--- config.mk ---
export PLATFORM = sky130hd
export DESIGN_NAME = multicycle_controller_flat
export DESIGN_NICKNAME = d
export VERILOG_FILES = /design/src/rtl/multicycle_controller_if.sv /design/src/rtl/multicycle_controller.sv /design/src/flat_wrapper.sv
export SDC_FILE = /design/constraint.sdc
export NUM_CORES = 1
export LEC_CHECK = 0
export CAP_MARGIN = 10
export CORE_MARGIN = 10
export CORE_UTILIZATION = 44
export CTS_CLUSTER_DIAMETER = 50
export DETAILED_ROUTE_END_ITERATION = 16
export DONT_BUFFER_PORTS = 1
export HOLD_SLACK_MARGIN = 0.08
export PLACE_DENSITY_LB_ADDON = 0.25
export REMOVE_ABC_BUFFERS = 1
export SYNTH_ARGS = -nofsm -noshare
export SYNTH_HDL_FRONTEND = slang
export SYNTH_SLANG_ARGS = --single-unit
--- constraint.sdc ---
create_clock -name clk -period 1.4 [get_ports clk]
set_input_delay 0.28 -clock clk [delete_from_list [all_inputs] [get_ports clk]]
set_output_delay 0.28 -clock clk [all_outputs]
set_load 0.01 [all_outputs]
--- src/rtl/multicycle_controller_if.sv ---
// Control bus between the multi-cycle RV32I controller and its datapath.
// Instruction fields, ALU flags and the memory handshake go from the datapath
// to the controller. Strobes, mux selects, ALU op, immediate format, trap flag
// and the debug state go back the other way.
//   master : controller side (drives the control outputs)
//   slave  : datapath side (drives instruction fields, flags and MemReady)
interface multicycle_controller_if;
  logic [6:0] OPcode;
  logic [2:0] Funct3;
  logic       Funct7b5;
  logic       Zero;
  logic       Lt;
  logic       MemReady;
  logic       PCWrite;
  logic       AdrSrc;
  logic       MemWrite;
  logic       IRWrite;
  logic [1:0] ResultSrc;
  logic [2:0] ALUControl;
  logic [1:0] ALUSrcA;
  logic [1:0] ALUSrcB;
  logic [2:0] ImmSrc;
  logic       RegWrite;
  logic       Illegal;
  logic [3:0] State;

  modport master (
    input  OPcode, Funct3, Funct7b5, Zero, Lt, MemReady,
    output PCWrite, AdrSrc, MemWrite, IRWrite, ResultSrc, ALUControl,
           ALUSrcA, ALUSrcB, ImmSrc, RegWrite, Illegal, State
  );

  modport slave (
    output OPcode, Funct3, Funct7b5, Zero, Lt, MemReady,
    input  PCWrite, AdrSrc, MemWrite, IRWrite, ResultSrc, ALUControl,
           ALUSrcA, ALUSrcB, ImmSrc, RegWrite, Illegal, State
  );
endinterface

--- src/rtl/multicycle_controller.sv ---
// Multi-cycle RV32I control FSM. It sequences each instruction over 3-5 cycles
// (plus memory wait states) through one shared ALU and one memory port.
// Ports:
//   clk   : rising-edge clock
//   reset : asynchronous, active-low; forces FETCH and masks all enables
//   bus   : multicycle_controller_if.master (instruction fields, flags,
//           MemReady in; strobes, mux selects, ALU op, ImmSrc, Illegal,
//           State out)
// Parameters:
//   MEM_WAIT     : 1 = memory states stall on MemReady, 0 = MemReady ignored
//   BRANCH_EXT   : 1 = beq/bne/blt/bge, 0 = beq only
//   ILLEGAL_TRAP : 1 = bad encodings park in TRAP, 0 = they return to FETCH
module multicycle_controller #(
  parameter bit MEM_WAIT     = 1'b1,
  parameter bit BRANCH_EXT   = 1'b1,
  parameter bit ILLEGAL_TRAP = 1'b1
) (
  input  logic                    clk,
  input  logic                    reset,
  multicycle_controller_if.master bus
);

  typedef enum logic [3:0] {
    FETCH    = 4'd0,
    DECODE   = 4'd1,
    MEMADR   = 4'd2,
    MEMREAD  = 4'd3,
    MEMWB    = 4'd4,
    MEMWRITE = 4'd5,
    EXECUTER = 4'd6,
    EXECUTEI = 4'd7,
    ALUWB    = 4'd8,
    BRANCH   = 4'd9,
    JAL      = 4'd10,
    LUI      = 4'd11,
    AUIPC    = 4'd12,
    TRAP     = 4'd15
  } state_t;

  typedef enum logic [2:0] {
    ALU_ADD = 3'b000,
    ALU_SUB = 3'b001,
    ALU_AND = 3'b010,
    ALU_OR  = 3'b011,
    ALU_XOR = 3'b100,
    ALU_SLT = 3'b101
  } alu_t;

  state_t state;
  state_t decode_next;
  state_t illegal_next;
  alu_t   alu_funct;
  logic   ready;
  logic   funct_ok;
  logic   branch_ok;
  logic   taken;

  assign ready     = MEM_WAIT ? bus.MemReady : 1'b1;
  assign funct_ok  = bus.Funct3 inside {3'b000, 3'b010, 3'b100, 3'b110, 3'b111};
  assign branch_ok = BRANCH_EXT ? (bus.Funct3 inside {3'b000, 3'b001, 3'b100, 3'b101})
                                : (bus.Funct3 == 3'b000);
  assign bus.State = state;

  always_comb begin
    if (ILLEGAL_TRAP) illegal_next = TRAP;
    else              illegal_next = FETCH;
  end

  // R-type sub is the only funct3=000 case that subtracts; I-type never does.
  always_comb begin
    alu_funct = ALU_ADD;
    case (bus.Funct3)
      3'b000:  if (bus.OPcode[5] && bus.Funct7b5) alu_funct = ALU_SUB;
      3'b010:  alu_funct = ALU_SLT;
      3'b100:  alu_funct = ALU_XOR;
      3'b110:  alu_funct = ALU_OR;
      3'b111:  alu_funct = ALU_AND;
      default: alu_funct = ALU_ADD;
    endcase
  end

  always_comb begin
    taken = 1'b0;
    case (bus.Funct3)
      3'b000:  taken = bus.Zero;
      3'b001:  taken = !bus.Zero;
      3'b100:  taken = bus.Lt;
      3'b101:  taken = !bus.Lt;
      default: taken = 1'b0;
    endcase
  end

  always_comb begin
    decode_next = illegal_next;
    case (bus.OPcode)
      7'b0000011, 7'b0100011: decode_next = MEMADR;
      7'b0110011: if (funct_ok)  decode_next = EXECUTER;
      7'b0010011: if (funct_ok)  decode_next = EXECUTEI;
      7'b1100011: if (branch_ok) decode_next = BRANCH;
      7'b1101111: decode_next = JAL;
      7'b0110111: decode_next = LUI;
      7'b0010111: decode_next = AUIPC;
      default:    decode_next = illegal_next;
    endcase
  end

  always_ff @(posedge clk or negedge reset) begin
    if (!reset) begin
      state <= FETCH;
    end else begin
      case (state)
        FETCH:    if (ready) state <= DECODE;
        DECODE:   state <= decode_next;
        MEMADR:   if (bus.OPcode[5]) state <= MEMWRITE;
                  else               state <= MEMREAD;
        MEMREAD:  if (ready) state <= MEMWB;
        MEMWB:    state <= FETCH;
        MEMWRITE: if (ready) state <= FETCH;
        EXECUTER, EXECUTEI, JAL, LUI, AUIPC: state <= ALUWB;
        ALUWB, BRANCH: state <= FETCH;
        TRAP:     state <= TRAP;
        default:  state <= FETCH;
      endcase
    end
  end

  always_comb begin
    bus.ImmSrc = 3'b000;
    case (bus.OPcode)
      7'b0100011:             bus.ImmSrc = 3'b001;
      7'b1100011:             bus.ImmSrc = 3'b010;
      7'b1101111:             bus.ImmSrc = 3'b011;
      7'b0110111, 7'b0010111: bus.ImmSrc = 3'b100;
      default:                bus.ImmSrc = 3'b000;
    endcase
  end

  // Enables are masked by reset combinationally so an abort mid-access
  // (e.g. a store waiting on MemReady) drops the strobe without a clock edge.
  always_comb begin
    bus.PCWrite    = 1'b0;
    bus.AdrSrc     = 1'b0;
    bus.MemWrite   = 1'b0;
    bus.IRWrite    = 1'b0;
    bus.ResultSrc  = 2'b00;
    bus.ALUControl = ALU_ADD;
    bus.ALUSrcA    = 2'b00;
    bus.ALUSrcB    = 2'b00;
    bus.RegWrite   = 1'b0;
    bus.Illegal    = 1'b0;
    case (state)
      FETCH: begin
        bus.ALUSrcB   = 2'b10;
        bus.ResultSrc = 2'b10;
        bus.IRWrite   = ready;
        bus.PCWrite   = ready;
      end
      DECODE:   begin bus.ALUSrcA = 2'b01; bus.ALUSrcB = 2'b01; end
      MEMADR:   begin bus.ALUSrcA = 2'b10; bus.ALUSrcB = 2'b01; end
      MEMREAD:  bus.AdrSrc = 1'b1;
      MEMWB:    begin bus.ResultSrc = 2'b01; bus.RegWrite = 1'b1; end
      MEMWRITE: begin bus.AdrSrc = 1'b1; bus.MemWrite = 1'b1; end
      EXECUTER: begin bus.ALUSrcA = 2'b10; bus.ALUControl = alu_funct; end
      EXECUTEI: begin
        bus.ALUSrcA    = 2'b10;
        bus.ALUSrcB    = 2'b01;
        bus.ALUControl = alu_funct;
      end
      ALUWB:    bus.RegWrite = 1'b1;
      BRANCH:   begin
        bus.ALUSrcA    = 2'b10;
        bus.ALUControl = ALU_SUB;
        bus.PCWrite    = taken;
      end
      JAL:      begin bus.ALUSrcA = 2'b01; bus.ALUSrcB = 2'b10; bus.PCWrite = 1'b1; end
      LUI:      begin bus.ALUSrcA = 2'b11; bus.ALUSrcB = 2'b01; end
      AUIPC:    begin bus.ALUSrcA = 2'b01; bus.ALUSrcB = 2'b01; end
      TRAP:     bus.Illegal = 1'b1;
      default:  ;
    endcase
    if (!reset) begin
      bus.PCWrite  = 1'b0;
      bus.IRWrite  = 1'b0;
      bus.MemWrite = 1'b0;
      bus.RegWrite = 1'b0;
      bus.Illegal  = 1'b0;
    end
  end

endmodule

--- src/flat_wrapper.sv ---
// flat-port wrapper written by rule: the top's interface ports become plain ports
module multicycle_controller_flat 
#(
  parameter bit MEM_WAIT     = 1'b1,
  parameter bit BRANCH_EXT   = 1'b1,
  parameter bit ILLEGAL_TRAP = 1'b1
)
  (clk, reset, bus_OPcode, bus_Funct3, bus_Funct7b5, bus_Zero, bus_Lt, bus_MemReady, bus_PCWrite, bus_AdrSrc, bus_MemWrite, bus_IRWrite, bus_ResultSrc, bus_ALUControl, bus_ALUSrcA, bus_ALUSrcB, bus_ImmSrc, bus_RegWrite, bus_Illegal, bus_State);
  multicycle_controller_if bus_i ();
  input  logic clk;
  input  logic reset;
  input wire logic [$bits(bus_i.OPcode)-1:0] bus_OPcode;
  input wire logic [$bits(bus_i.Funct3)-1:0] bus_Funct3;
  input wire logic [$bits(bus_i.Funct7b5)-1:0] bus_Funct7b5;
  input wire logic [$bits(bus_i.Zero)-1:0] bus_Zero;
  input wire logic [$bits(bus_i.Lt)-1:0] bus_Lt;
  input wire logic [$bits(bus_i.MemReady)-1:0] bus_MemReady;
  output wire logic [$bits(bus_i.PCWrite)-1:0] bus_PCWrite;
  output wire logic [$bits(bus_i.AdrSrc)-1:0] bus_AdrSrc;
  output wire logic [$bits(bus_i.MemWrite)-1:0] bus_MemWrite;
  output wire logic [$bits(bus_i.IRWrite)-1:0] bus_IRWrite;
  output wire logic [$bits(bus_i.ResultSrc)-1:0] bus_ResultSrc;
  output wire logic [$bits(bus_i.ALUControl)-1:0] bus_ALUControl;
  output wire logic [$bits(bus_i.ALUSrcA)-1:0] bus_ALUSrcA;
  output wire logic [$bits(bus_i.ALUSrcB)-1:0] bus_ALUSrcB;
  output wire logic [$bits(bus_i.ImmSrc)-1:0] bus_ImmSrc;
  output wire logic [$bits(bus_i.RegWrite)-1:0] bus_RegWrite;
  output wire logic [$bits(bus_i.Illegal)-1:0] bus_Illegal;
  output wire logic [$bits(bus_i.State)-1:0] bus_State;
  assign bus_i.OPcode = bus_OPcode;
  assign bus_i.Funct3 = bus_Funct3;
  assign bus_i.Funct7b5 = bus_Funct7b5;
  assign bus_i.Zero = bus_Zero;
  assign bus_i.Lt = bus_Lt;
  assign bus_i.MemReady = bus_MemReady;
  assign bus_PCWrite = bus_i.PCWrite;
  assign bus_AdrSrc = bus_i.AdrSrc;
  assign bus_MemWrite = bus_i.MemWrite;
  assign bus_IRWrite = bus_i.IRWrite;
  assign bus_ResultSrc = bus_i.ResultSrc;
  assign bus_ALUControl = bus_i.ALUControl;
  assign bus_ALUSrcA = bus_i.ALUSrcA;
  assign bus_ALUSrcB = bus_i.ALUSrcB;
  assign bus_ImmSrc = bus_i.ImmSrc;
  assign bus_RegWrite = bus_i.RegWrite;
  assign bus_Illegal = bus_i.Illegal;
  assign bus_State = bus_i.State;
  multicycle_controller #(.MEM_WAIT(MEM_WAIT), .BRANCH_EXT(BRANCH_EXT), .ILLEGAL_TRAP(ILLEGAL_TRAP)) u_core (.clk(clk), .reset(reset), .bus(bus_i));
endmodule
# After elaboration in Yosys (flattened, before gate mapping)
# Cells that the tools add are included.
# word_totals
reg_bits	4
in_bits	16
output_inout_bits	22
wordCells	77
# classes
eq_ne	30
mux	28
reduce_logical	18
# ops
operator	n
$pmux 4 s7	2
$eq 4x4->1 const B	6
$eq 7x6->1 const B	3
$mux 4	5
$eq 4x3->1 const B	4
$pmux 3 s5	1
$eq 7x5->1 const B	2
$eq 7x7->1 const B	2
$eq 3x3->1 const B	4
$pmux 3 s4	1
$reduce_or 2->1	6
$mux 1	11
$reduce_or 5->1	2
$eq 4x2->1 const B	2
$pmux 2 s2	2
$eq 7x2->1 const B	1
$mux 3	2
$ne 2x2->1 const B	3
$pmux 2 s3	1
$pmux 3 s2	1
$reduce_bool 5->1	1
$eq 4x1->1 const B	1
$logic_not 4->1	1
$pmux 1 s4	1
10 further kinds	11

# Depth between registers and ports, before layout
# logic_depth
depth_word	5
mapped_depth	6

# Worst setup path before layout
# Ideal clock, no wire load.
# synth_path
kind	register to output
from	register u_core.state[1], in the netlist u_core.bus.State[1]
to	output port bus_PCWrite
arrival_time_ns	1.324
setup_slack_ns	-0.204
stages_incl_launch_ff	5
n_path_buf	1
cell_sequence	dfrtp_1 -> clkbuf_2 -> or3_1 -> nor2_1 -> a31o_2
# synth_between
elab_chain_len	3
word_cells_on_any_way	5
cone_classes	2 x eq/ne; 2 x mux; 1 x reduce/logical
# synth_rtl
item	line	rtl
from (decl)	multicycle_controller.sv:49	state_t state;
from (signal assigned)	multicycle_controller.sv:113	DECODE: state <= decode_next;
$eq 4x4->1 or $logic_not 4->1 (tied branches)	multicycle_controller.sv:151	case (state)
$pmux 1 s3 (*)	multicycle_controller.sv:151	
$mux 1 (*)	multicycle_controller.sv:181	if (!reset) begin
to (decl)	flat_wrapper.sv:18	output wire logic [$bits(bus_i.PCWrite)-1:0] bus_PCWrite;
# Mark *: on every way between the ends. The rest lies on a longest branch, timed or not.

# Worst setup path in the final report
# layout_path
from	register u_core.state[0], in the netlist u_core.bus.State[0]
to	output port bus_PCWrite
# The elaborated chain is that of the path after synthesis.

==> flow_metrics.tcl <==
set metrics [dict create \
    arrival_ps 1420 \
    synthArstFlopShare_pct 100 \
    path_buf_inv 0 \
    cts.sinks 4 \
    diodes 0 \
    end_kind "output port" \
    top_usage_layer "met2" \
    synth_common_cells "nand2_1 (12), nor3_1 (8), nor2_1 (7), o21ai_0 (7)" \
    critical_path.top_delay_family "compound AO/OA/AOI/OAI gates" \
    synthMuxAreaShare_pct 1.28 \
    portBuffers 0 \
    fin_crit_ps 1700 \
    die_w_um 62.1 \
    grt_usage_pct 13.8 \
    initial_utilization_pct 45.6 \
    largest_reg_flops 4 \
    dpl_worst_slack_ps -109 \
    synth-simple-area-share_pct 36.6 \
    antenna_left 0 \
    grt_pass1_wl_um 4060 \
    finalNetCount 153 \
    max_cap_viol_count 0 \
    hp-class "input port to flop" \
    instances_no_fill 160 \
    core-area_um2 1710 \
    skew_ps 7.69 \
    worst_setup_path_start_kind "flop" \
    design_power_total_mw 2.09 \
    worstPathRequired_ps 1120 \
    grt.met1_usage_pct 15.8 \
    wl_um 2900 \
    setup.worst_path.class "flop to output port" \
    run_status "finished, violations left" \
    wire_per_inst_um 18.1 \
    synth-edff-count 0 \
    synth_top_family_by_area "simple AND/OR/NAND/NOR gates" \
    synth_compound_gate_area_share_pct 31.0 \
    yosysWarnings 0 \
    root_buffer "clkbuf_4" \
    peakVddDrop_uv 1200 \
    grt_max_degree 13 \
    fin_crit_sh_pct 121 \
    synth-xor-area-share_pct 5.62 \
    worstPathCellList "or2b_4 -> o31ai_4 -> a31o_2" \
    setup-violations-final 16 \
    synth.largest_area_cell "dfrtp_1" \
    violations "setup timing" \
    drtIter0Drc 36 \
    synth_adder_area_share_pct 0 \
    die_area_um2 3860 \
    hold_viol_final 0 \
    syn_inst 114 \
    worst_pin_slew_ps 282 \
    die_y_um 62.1 \
    use_met3_pct 6.10 \
    relSlewSlack_pct 81.1 \
    row_count 15 \
    clock_latency_ps 250 \
    leakagePower_nw 0.471 \
    drive_gt1_share_pct 47.4 \
    p_per_area_nw_per_um2 1880 \
    grt_use_met2_pct 22.5 \
    synth_ff_type "dfrtp_1" \
    vias 980 \
    clkSlewWorstSetupHoldPaths_ps 50 \
    drt_pass1_iterations 4 \
    area_growth_pct 42.5 \
    cp_slowest_stage_delay_ps 420 \
    ys_types 47 \
    via_per_inst 6.13 \
    htree_levels 1 \
    netlist_top_cells_area "dfrtp_1 (13%), buf_6 (5.8%), nand2_1 (5.8%)" \
    syn_avg_cell_area_um2 6.84 \
    place_inst 153 \
    synth_most_common_cell "nand2_1" \
    max_freq_mhz 589 \
    gp_congestion 0.851 \
    cts_tree "built" \
    grt_antenna_before_repair 0 \
    synth_seq_cells 4 \
    drc 0 \
    synth_top_area_share_pct 12.8 \
    cts_buffer_depth 2 \
    final.setup.tns_ps -3240 \
    slowest_stage "dfrtp_2" \
    finish.utilization_pct 65.1 \
    hpwlAfterDp_um 2060 \
    yosysSeqAreaShare_pct 12.8 \
    numCtsBuffers 3 \
    path_max_fanout 7 \
    rsz0062_at_grt "yes" \
    overflow 0 \
    report.final.slew_viol_count 0 \
    post_synth_instance_area_um2 779 \
    ios 38 \
    grt_pass1_vias 893 \
    setup_ws_ps -299 \
]
[worst paths after layout]
check | depth (start not counted) | slack (ps) | start | to
max in group asynchronous | 1 | 880 | reset | u_core.bus.State[1]
max reg2reg | 5 | -140 | u_core.bus.State[0] | u_core.bus.State[0]
min | 2 | 240 | bus_Funct3[1] | u_core.bus.State[1]
max | 3 | -300 | u_core.bus.State[0] | bus_PCWrite
min in group asynchronous | 1 | 310 | reset | u_core.bus.State[2]
min reg2reg | 2 | 720 | u_core.bus.State[1] | u_core.bus.State[3]
[metal layers]
metal	vias to the layer above	share of wire (%)
met5	-	0
met4	0	1.9
met1	460	38
li1	455	-
met2	55	49
met3	10	11
[area by class of cell]
type | count | area (µm²)
Clock buffer | 3 | 22.5
Fill cell | 142 | 597
Inverter | 6 | 22.5
Multi-Input combinational cell | 94 | 694
Sequential cell | 4 | 105
Tap cell | 25 | 31.3
Timing Repair Buffer | 28 | 235
[where the power goes]
part           total, mW  internal (mW)  switching [mW]
Sequential         0.288          0.176           0.113
Clock              0.162         0.0971          0.0649
Combinational       1.64          0.817           0.824
[worst reg2reg max path: cells and delay by family, from the launching register on]
family / cells / cell delay [ps]
simple gates: 1 / 470
flops: 1 / 450
compound gates: 3 / 380
buf+inv: 1 / 160
[repair_timing]
item                                    4_1_cts  5_1_grt
hold buffers                                  1        0
setup buffers                                 3        0
cloned                                        0        0
resized for setup                            25       16
pin swaps                                     4        6
hold endpoints to repair                      4        0
endpoints found under the setup margin       18       18
[cell usage in the layout (no fill, tap or decap), types with 2 or more instances in the layout]
| cell | instances |
|---|---|
| o21ai_0 | 5 |
| buf_6 | 4 |
| nand3_1 | 4 |
| o21a_1 | 2 |
| nor2_1 | 4 |
| nand2_1 | 9 |
| buf_4 | 22 |
| xnor2_1 | 2 |
| or2_4 | 2 |
| xor2_1 | 3 |
| o211ai_1 | 2 |
| nand2_2 | 3 |
| nor3_2 | 7 |
| clkbuf_4 | 3 |
| or3b_2 | 2 |
| dfrtp_2 | 4 |
| nand4_1 | 2 |
| a21oi_1 | 5 |
| a21o_1 | 2 |
| a221o_1 | 2 |
| or2b_1 | 2 |
| a31oi_1 | 2 |
| inv_1 | 5 |
| nor2_2 | 3 |
| or3_1 | 2 |
[cell families (layout without fill, tap and decap cells)]
logic type / Yosys count / in the layout
simple gates: 53 / 53
compound gates: 35 / 35
buf+inv: 16 / 37
xor+xnor: 5 / 5
flops: 4 / 4
mux: 1 / 1
[through the flow]
| step | area [µm²] | hold slack (ps) |
|---|---|---|
| 6_report | 1110 | 243 |
| 4_1_cts | 1050 | 236 |
| 3_3_place_gp | 915 | -15.3 |
| 3_5_place_dp | 915 | -15.3 |
| 5_1_grt | 1110 | 263 |
| 2_1_floorplan | 703 | -15.6 |
No activity file was read; power rests on OpenSTA's default activity.
==> RTL change 1: new RTL, same flow settings <==
`BRANCH_EXT` is set to 1'b1 in 2 places; all go to 1'b0.
--- a/src/rtl/multicycle_controller.sv
+++ b/src/rtl/multicycle_controller.sv
@@ -12,7 +12,7 @@
 //   ILLEGAL_TRAP : 1 = bad encodings park in TRAP, 0 = they return to FETCH
 module multicycle_controller #(
   parameter bit MEM_WAIT     = 1'b1,
-  parameter bit BRANCH_EXT   = 1'b1,
+  parameter bit BRANCH_EXT   = 1'b0,
   parameter bit ILLEGAL_TRAP = 1'b1
 ) (
   input  logic                    clk,
--- a/src/flat_wrapper.sv
+++ b/src/flat_wrapper.sv
@@ -2,7 +2,7 @@
 module multicycle_controller_flat 
 #(
   parameter bit MEM_WAIT     = 1'b1,
-  parameter bit BRANCH_EXT   = 1'b1,
+  parameter bit BRANCH_EXT   = 1'b0,
   parameter bit ILLEGAL_TRAP = 1'b1
 )
   (clk, reset, bus_OPcode, bus_Funct3, bus_Funct7b5, bus_Zero, bus_Lt, bus_MemReady, bus_PCWrite, bus_AdrSrc, bus_MemWrite, bus_IRWrite, bus_ResultSrc, bus_ALUControl, bus_ALUSrcA, bus_ALUSrcB, bus_ImmSrc, bus_RegWrite, bus_Illegal, bus_State);
Formal check against the unedited RTL: not equivalent (Yosys sat finds a counterexample within 4 cycles, from zero or initial values and one cycle with reset low).
==> RTL change 1 against the original RTL <==
  * The run still ends with negative setup slack left
  * Synthesized area is 0.32% lower
  * Sequential cell count unchanged
  * Setup slack got worse by 0.14 ns
  * Count of clock-buffer cells in the layout stayed put
  * Total power up 38%
  * Die area shrank 0.23%
  * Clock power decreased by 9.9%
  * First-iteration DRC count is 8.3% higher
  * Hold slack gained 0.075 ns
  * Routed wire length increased by 29%
  * Non-clock buffer count grew 20
  * Final area grew 30%
  * Via count is 14% higher
  * Sequential power down 7.3%
==> RTL change 1: results (changes against the original RTL) <==
gp weighted congestion -> 0.828 (was 0.851)
# diodes -> 0 (unchanged)
vias per cell -> 6.26 (was 6.13)
Met2 Wirelength -> 1840 µm (was 1430 µm)
Pint -> 0.00160 W (was 0.00109 W)
share of the synthesized area in the top cell type -> 0.129 (was 0.128)
post-DP HPWL -> 2130 µm (was 2060 µm)
GR Util met2 -> 0.316 (was 0.225)
M3 GR Usage -> 0.0650 (was 0.0610)
Post-Synth XOR/XNOR Area -> 0.0451 (was 0.0562)
routed metal-1 wirelength -> 1310 µm (was 1100 µm)
post-synthesis cell count -> 112 (was 114)
worst-path fanout max -> 6 (was 7)
final setup margin -> -0.435 ns (was -0.299 ns)
max reg flops -> 4 (unchanged)
sequential cell area fraction in the yosys report -> 0.129 (was 0.128)
layout cells sized above 1 -> 0.565 (was 0.474)
setup bufs post-CTS -> 8 (was 3)
M1 GR Usage -> 0.185 (was 0.158)
post_cts resized -> 45 (was 25)
Pleak -> 0.608 nW (was 0.471 nW)
Post-Synth Adder-Cell Area -> 0 (unchanged)
post-place setup slack -> -0.245 ns (was -0.109 ns)
port bufs -> 0 (unchanged)
Cell variety after synth -> 45 (was 47)
maximum VDD drop -> 1.16 mV (was 1.20 mV)
outcome -> finished with violations (unchanged)
clock tree buffer depth -> 2 (unchanged)
met3 WL -> 422 µm (was 318 µm)
CP arrival -> 1.56 ns (was 1.42 ns)
largest net degree at the start of global routing -> 12 (was 13)
Clock group -> 0.000146 W (was 0.000162 W)
First DRT Iteration DRCs -> 39 (was 36)
Compound-Gate Fraction of Synth Area -> 0.320 (was 0.310)
hold buffers post-CTS -> 1 (unchanged)
Area contributors post-synth -> dfrtp_1 13%, nand2b_1 7.2%, nor3_1 5.8% (was dfrtp_1 13%, buf_6 5.8%, nand2_1 5.8%)
Total Wirelength -> 3740 µm (was 2900 µm)
total track usage -> 0.177 (was 0.138)
first-pass GRT wire length -> 5250 µm (was 4060 µm)
dpl cells -> 165 (was 153)
seq pwr -> 0.000267 W (was 0.000288 W)
Synthesis Warnings -> 0 (unchanged)
TNS Setup -> -4.81 ns (was -3.24 ns)
Post-DP Area -> 1040 µm² (was 915 µm²)
Final setup violation count -> 17 (was 16)
skew final -> 0.00517 ns (was 0.00769 ns)
post-synthesis mux area share -> 0.0274 (was 0.0128)
failing checks -> negative setup slack (unchanged)
crit-path max cell delay -> 0.45 ns (was 0.42 ns)
P_sw -> 0.00130 W (was 0.00100 W)
vias in the first global route -> 1138 (was 893)
Crit path max-delay family -> flip-flops (was compound AO/OA/AOI/OAI gates)
Synth top cells by count -> 9 x nand2_1, 9 x nand2b_1, 9 x nor3_1 (was 12 x nand2_1, 8 x nor3_1, 7 x nor2_1, 7 x o21ai_0)
routed vias -> 1120 (was 980)
Hold Crit Class -> in -> async (was in -> reg)
max_slew headroom -> 0.667 (was 0.811)
-- RTL change 1: cell count changes after synthesis, moves of 3 or more --
cell      unedited run  this run
nand2b_1             2         9
o21ai_0              7         3
and3_1               0         3
buf_2                3         6
buf_6                4         1
nand2_1             12         9
-- RTL change 1: final timing paths --
check                                      end  slack (ns)  cells after the start           startpoint
min in group clk           u_core.bus.State[1]        0.33                      3        bus_OPcode[5]
setup reg to reg           u_core.bus.State[2]       -0.20                      6  u_core.bus.State[3]
hold reg to reg            u_core.bus.State[3]        0.77                      3  u_core.bus.State[0]
max in group asynchronous  u_core.bus.State[0]        0.88                      1                reset
setup / recovery                  bus_RegWrite       -0.44                      4  u_core.bus.State[3]
hold / removal             u_core.bus.State[3]        0.32                      1                reset
-- RTL change 1: area by class of cell --
type	count	area, µm²
Timing Repair Buffer	48	435
Multi-Input combinational cell	95	831
Clock buffer	3	22.5
Sequential cell	4	105
Inverter	4	15.0
Fill cell	103	268
Tap cell	25	31.3
==> RTL change 2: new RTL, same settings <==
Made on the original files. Reset style: synchronous (`reset`), changed in one clocked block. Comments in the files are not updated.
--- a/src/rtl/multicycle_controller.sv
+++ b/src/rtl/multicycle_controller.sv
@@ -104,7 +104,7 @@
     endcase
   end
 
-  always_ff @(posedge clk or negedge reset) begin
+  always_ff @(posedge clk) begin
     if (!reset) begin
       state <= FETCH;
     end else begin
Formal check against the unedited RTL: differs if reset is asserted again (counterexample within 4 cycles, from zero or initial values and one cycle with reset low); with reset held inactive, the same outputs for 10 cycles.
==> RTL change 2 against the original RTL <==
  * The flow still finishes with violations (negative setup slack)
  * Sequential cell count is the same
  * Via count grew 33%
  * Final area grew 31%
  * Routed wire length grew 51%
  * Total power grew 40%
  * Setup slack lost 0.035 ns
  * Synthesized area grew 0.16%
  * Core utilization grew 20 points
  * Largest cell class unchanged
==> RTL change 2: results (changes against the original RTL) <==
Worst-path clk slew -> 0.05 ns (about the same)
Post-DP Area -> 1070 µm² (was 915 µm²)
worst-path fanout max -> 9 (was 7)
Synth top cells by count -> 16 x nor2_1, 12 x nand2_1, 9 x a21oi_1 (was 12 x nand2_1, 8 x nor3_1, 7 x nor2_1, 7 x o21ai_0)
final setup margin -> -0.334 ns (was -0.299 ns)
drt wl/cell -> 22.1 µm (was 18.1 µm)
Final setup violation count -> 17 (was 16)
max_slew headroom -> 0.713 (was 0.811)
drt pass-1 iters -> 5 (was 4)
Root Buffer Master -> clkbuf_4 (unchanged)
clock tree buffer depth -> 2 (unchanged)
max reg flops -> 4 (unchanged)
vias per cell -> 6.59 (was 6.13)
Fill cells -> 89 (was 142)
port bufs -> 0 (unchanged)
Post-Synth XOR/XNOR Area -> 0.0449 (was 0.0562)
Hold Crit Class -> in -> reg (unchanged)
first-pass GRT wire length -> 5600 µm (was 4060 µm)
Area contributors post-synth -> dfxtp_1 10%, nor2_1 7.7%, a21oi_1 5.8% (was dfrtp_1 13%, buf_6 5.8%, nand2_1 5.8%)
post-synthesis mux area share -> 0.0128 (about the same)
initial antenna violation count -> 0 (unchanged)
failing checks -> negative setup slack (unchanged)
Pleak -> 0.598 nW (was 0.471 nW)
outcome -> finished with violations (unchanged)
First DRT Iteration DRCs -> 127 (was 36)
worst skew pair latency -> 0.26 ns
Compound-Gate Fraction of Synth Area -> 0.348 (was 0.310)
sequential cell area fraction in the yosys report -> 0.103 (was 0.128)
skew final -> 0.00455 ns (was 0.00769 ns)
total track usage -> 0.173 (was 0.138)
post-DP HPWL -> 2420 µm (was 2060 µm)
CP arrival -> 1.45 ns (was 1.42 ns)
Reg2Reg Depth -> 8 (was 5)
post-place setup slack -> -0.163 ns (was -0.109 ns)
Primary FF master, synth -> dfxtp_1 (was dfrtp_1)
Num CTS Buffers -> 3 (unchanged)
maximum VDD drop -> 1.33 mV (was 1.20 mV)
P_sw -> 0.00138 W (was 0.00100 W)
Synthesis Warnings -> 0 (unchanged)
vias in the first global route -> 1164 (was 893)
Cell variety after synth -> 44 (was 47)
Nets -> 191 (was 153)
cell depth of the worst hold path -> 1 (was 2)
gp weighted congestion -> 0.980 (was 0.851)
Async SR Flop Fraction -> 0 (was 1.00)
layout cells sized above 1 -> 0.601 (was 0.474)
Post-Synth Adder-Cell Area -> 0 (unchanged)
largest net degree at the start of global routing -> 11 (was 13)
# diodes -> 0 (unchanged)
## RTL change 2: cell types whose count changed after synthesis, sizes merged, moves of 3 or more
cell,delta
dfxtp,+4
nor2,+10
a21oi,+3
dfrtp,-4
a221oi,+3
or2b,-3
## RTL change 2: cell families (layout without fill, tap and decap cells)
| group | after synthesis | after routing |
|---|---|---|
| DFF | 4 | 4 |
| and+or+nand+nor | 61 | 61 |
| buffers and inverters | 14 | 64 |
| AOI/OAI and AO/OA | 39 | 39 |
| xor gates and xnor gates | 4 | 4 |
| muxes | 1 | 1 |
## RTL change 2: path summary, 6_finish.rpt
check	from	end	slack, ns
min reg2reg	u_core.bus.State[3]	u_core.bus.State[3]	0.78
min	bus_MemReady	u_core.bus.State[2]	0.12
max reg2reg	u_core.bus.State[2]	u_core.bus.State[0]	-0.23
max	u_core.bus.State[2]	bus_RegWrite	-0.33
## RTL change 2: per-stage QoR
| step | power (W) | utilization | hold WS, ns | setup TNS [ns] | std cells |
|---|---|---|---|---|---|
| finish | 0.00294 | 0.853 | 0.122 | -3.29 | 198 |
| floorplan | 0.00106 | - | 0.375 | -1.81 | 114 |
| global route | 0.00307 | 0.853 | 0.121 | -4.01 | 198 |
| global placement | 0.00181 | 0.629 | 0.396 | -0.527 | 180 |
| CTS | 0.00236 | 0.751 | 0.133 | -1.97 | 190 |
| detailed placement | 0.00184 | 0.629 | 0.391 | -0.817 | 180 |
## RTL change 2: power by group through the flow
stage,Clock [W],Combinational (W),Sequential [W]
2_1_floorplan,0,0.000730,0.000333
3_3_place_gp,0,0.00155,0.000254
3_5_place_dp,0,0.00158,0.000262
4_1_cts,0.000155,0.00191,0.000296
5_1_grt,0.000174,0.00260,0.000301
6_report,0.000170,0.00247,0.000294
## RTL change 2: layout make-up
class | instances | area share
multi-input cells | 105 | 0.557
repair buffers | 56 | 0.326
inverters | 5 | 0.0146
flip-flops and latches | 4 | 0.0652
well taps | 25 | 0.0215
clock buffers | 3 | 0.0155
## RTL change 2: per-layer routing
metal  vias up  global-route usage  wire length [µm]
met3        29              0.0591               527
met2       113               0.304              2070
li1        552                   -                 -
met5         -                   0                 0
met1       610               0.189              1570
met4         0              0.0543               210
## RTL change 2: critical path, cell delays in order (launching register included)
cell and delay [ns]:
dfxtp_4 0.38, buf_4 0.18, xnor2_1 0.16, nor4b_2 0.29, buf_4 0.18
## RTL change 2: timing repair
item | CTS | global route
setup endpoints to repair | 20 | 20
setup buffers | 7 | 8
pin swaps | 9 | 8
resized for setup | 38 | 27
endpoints found under the hold margin | 0 | 0
cloned | 0 | 0
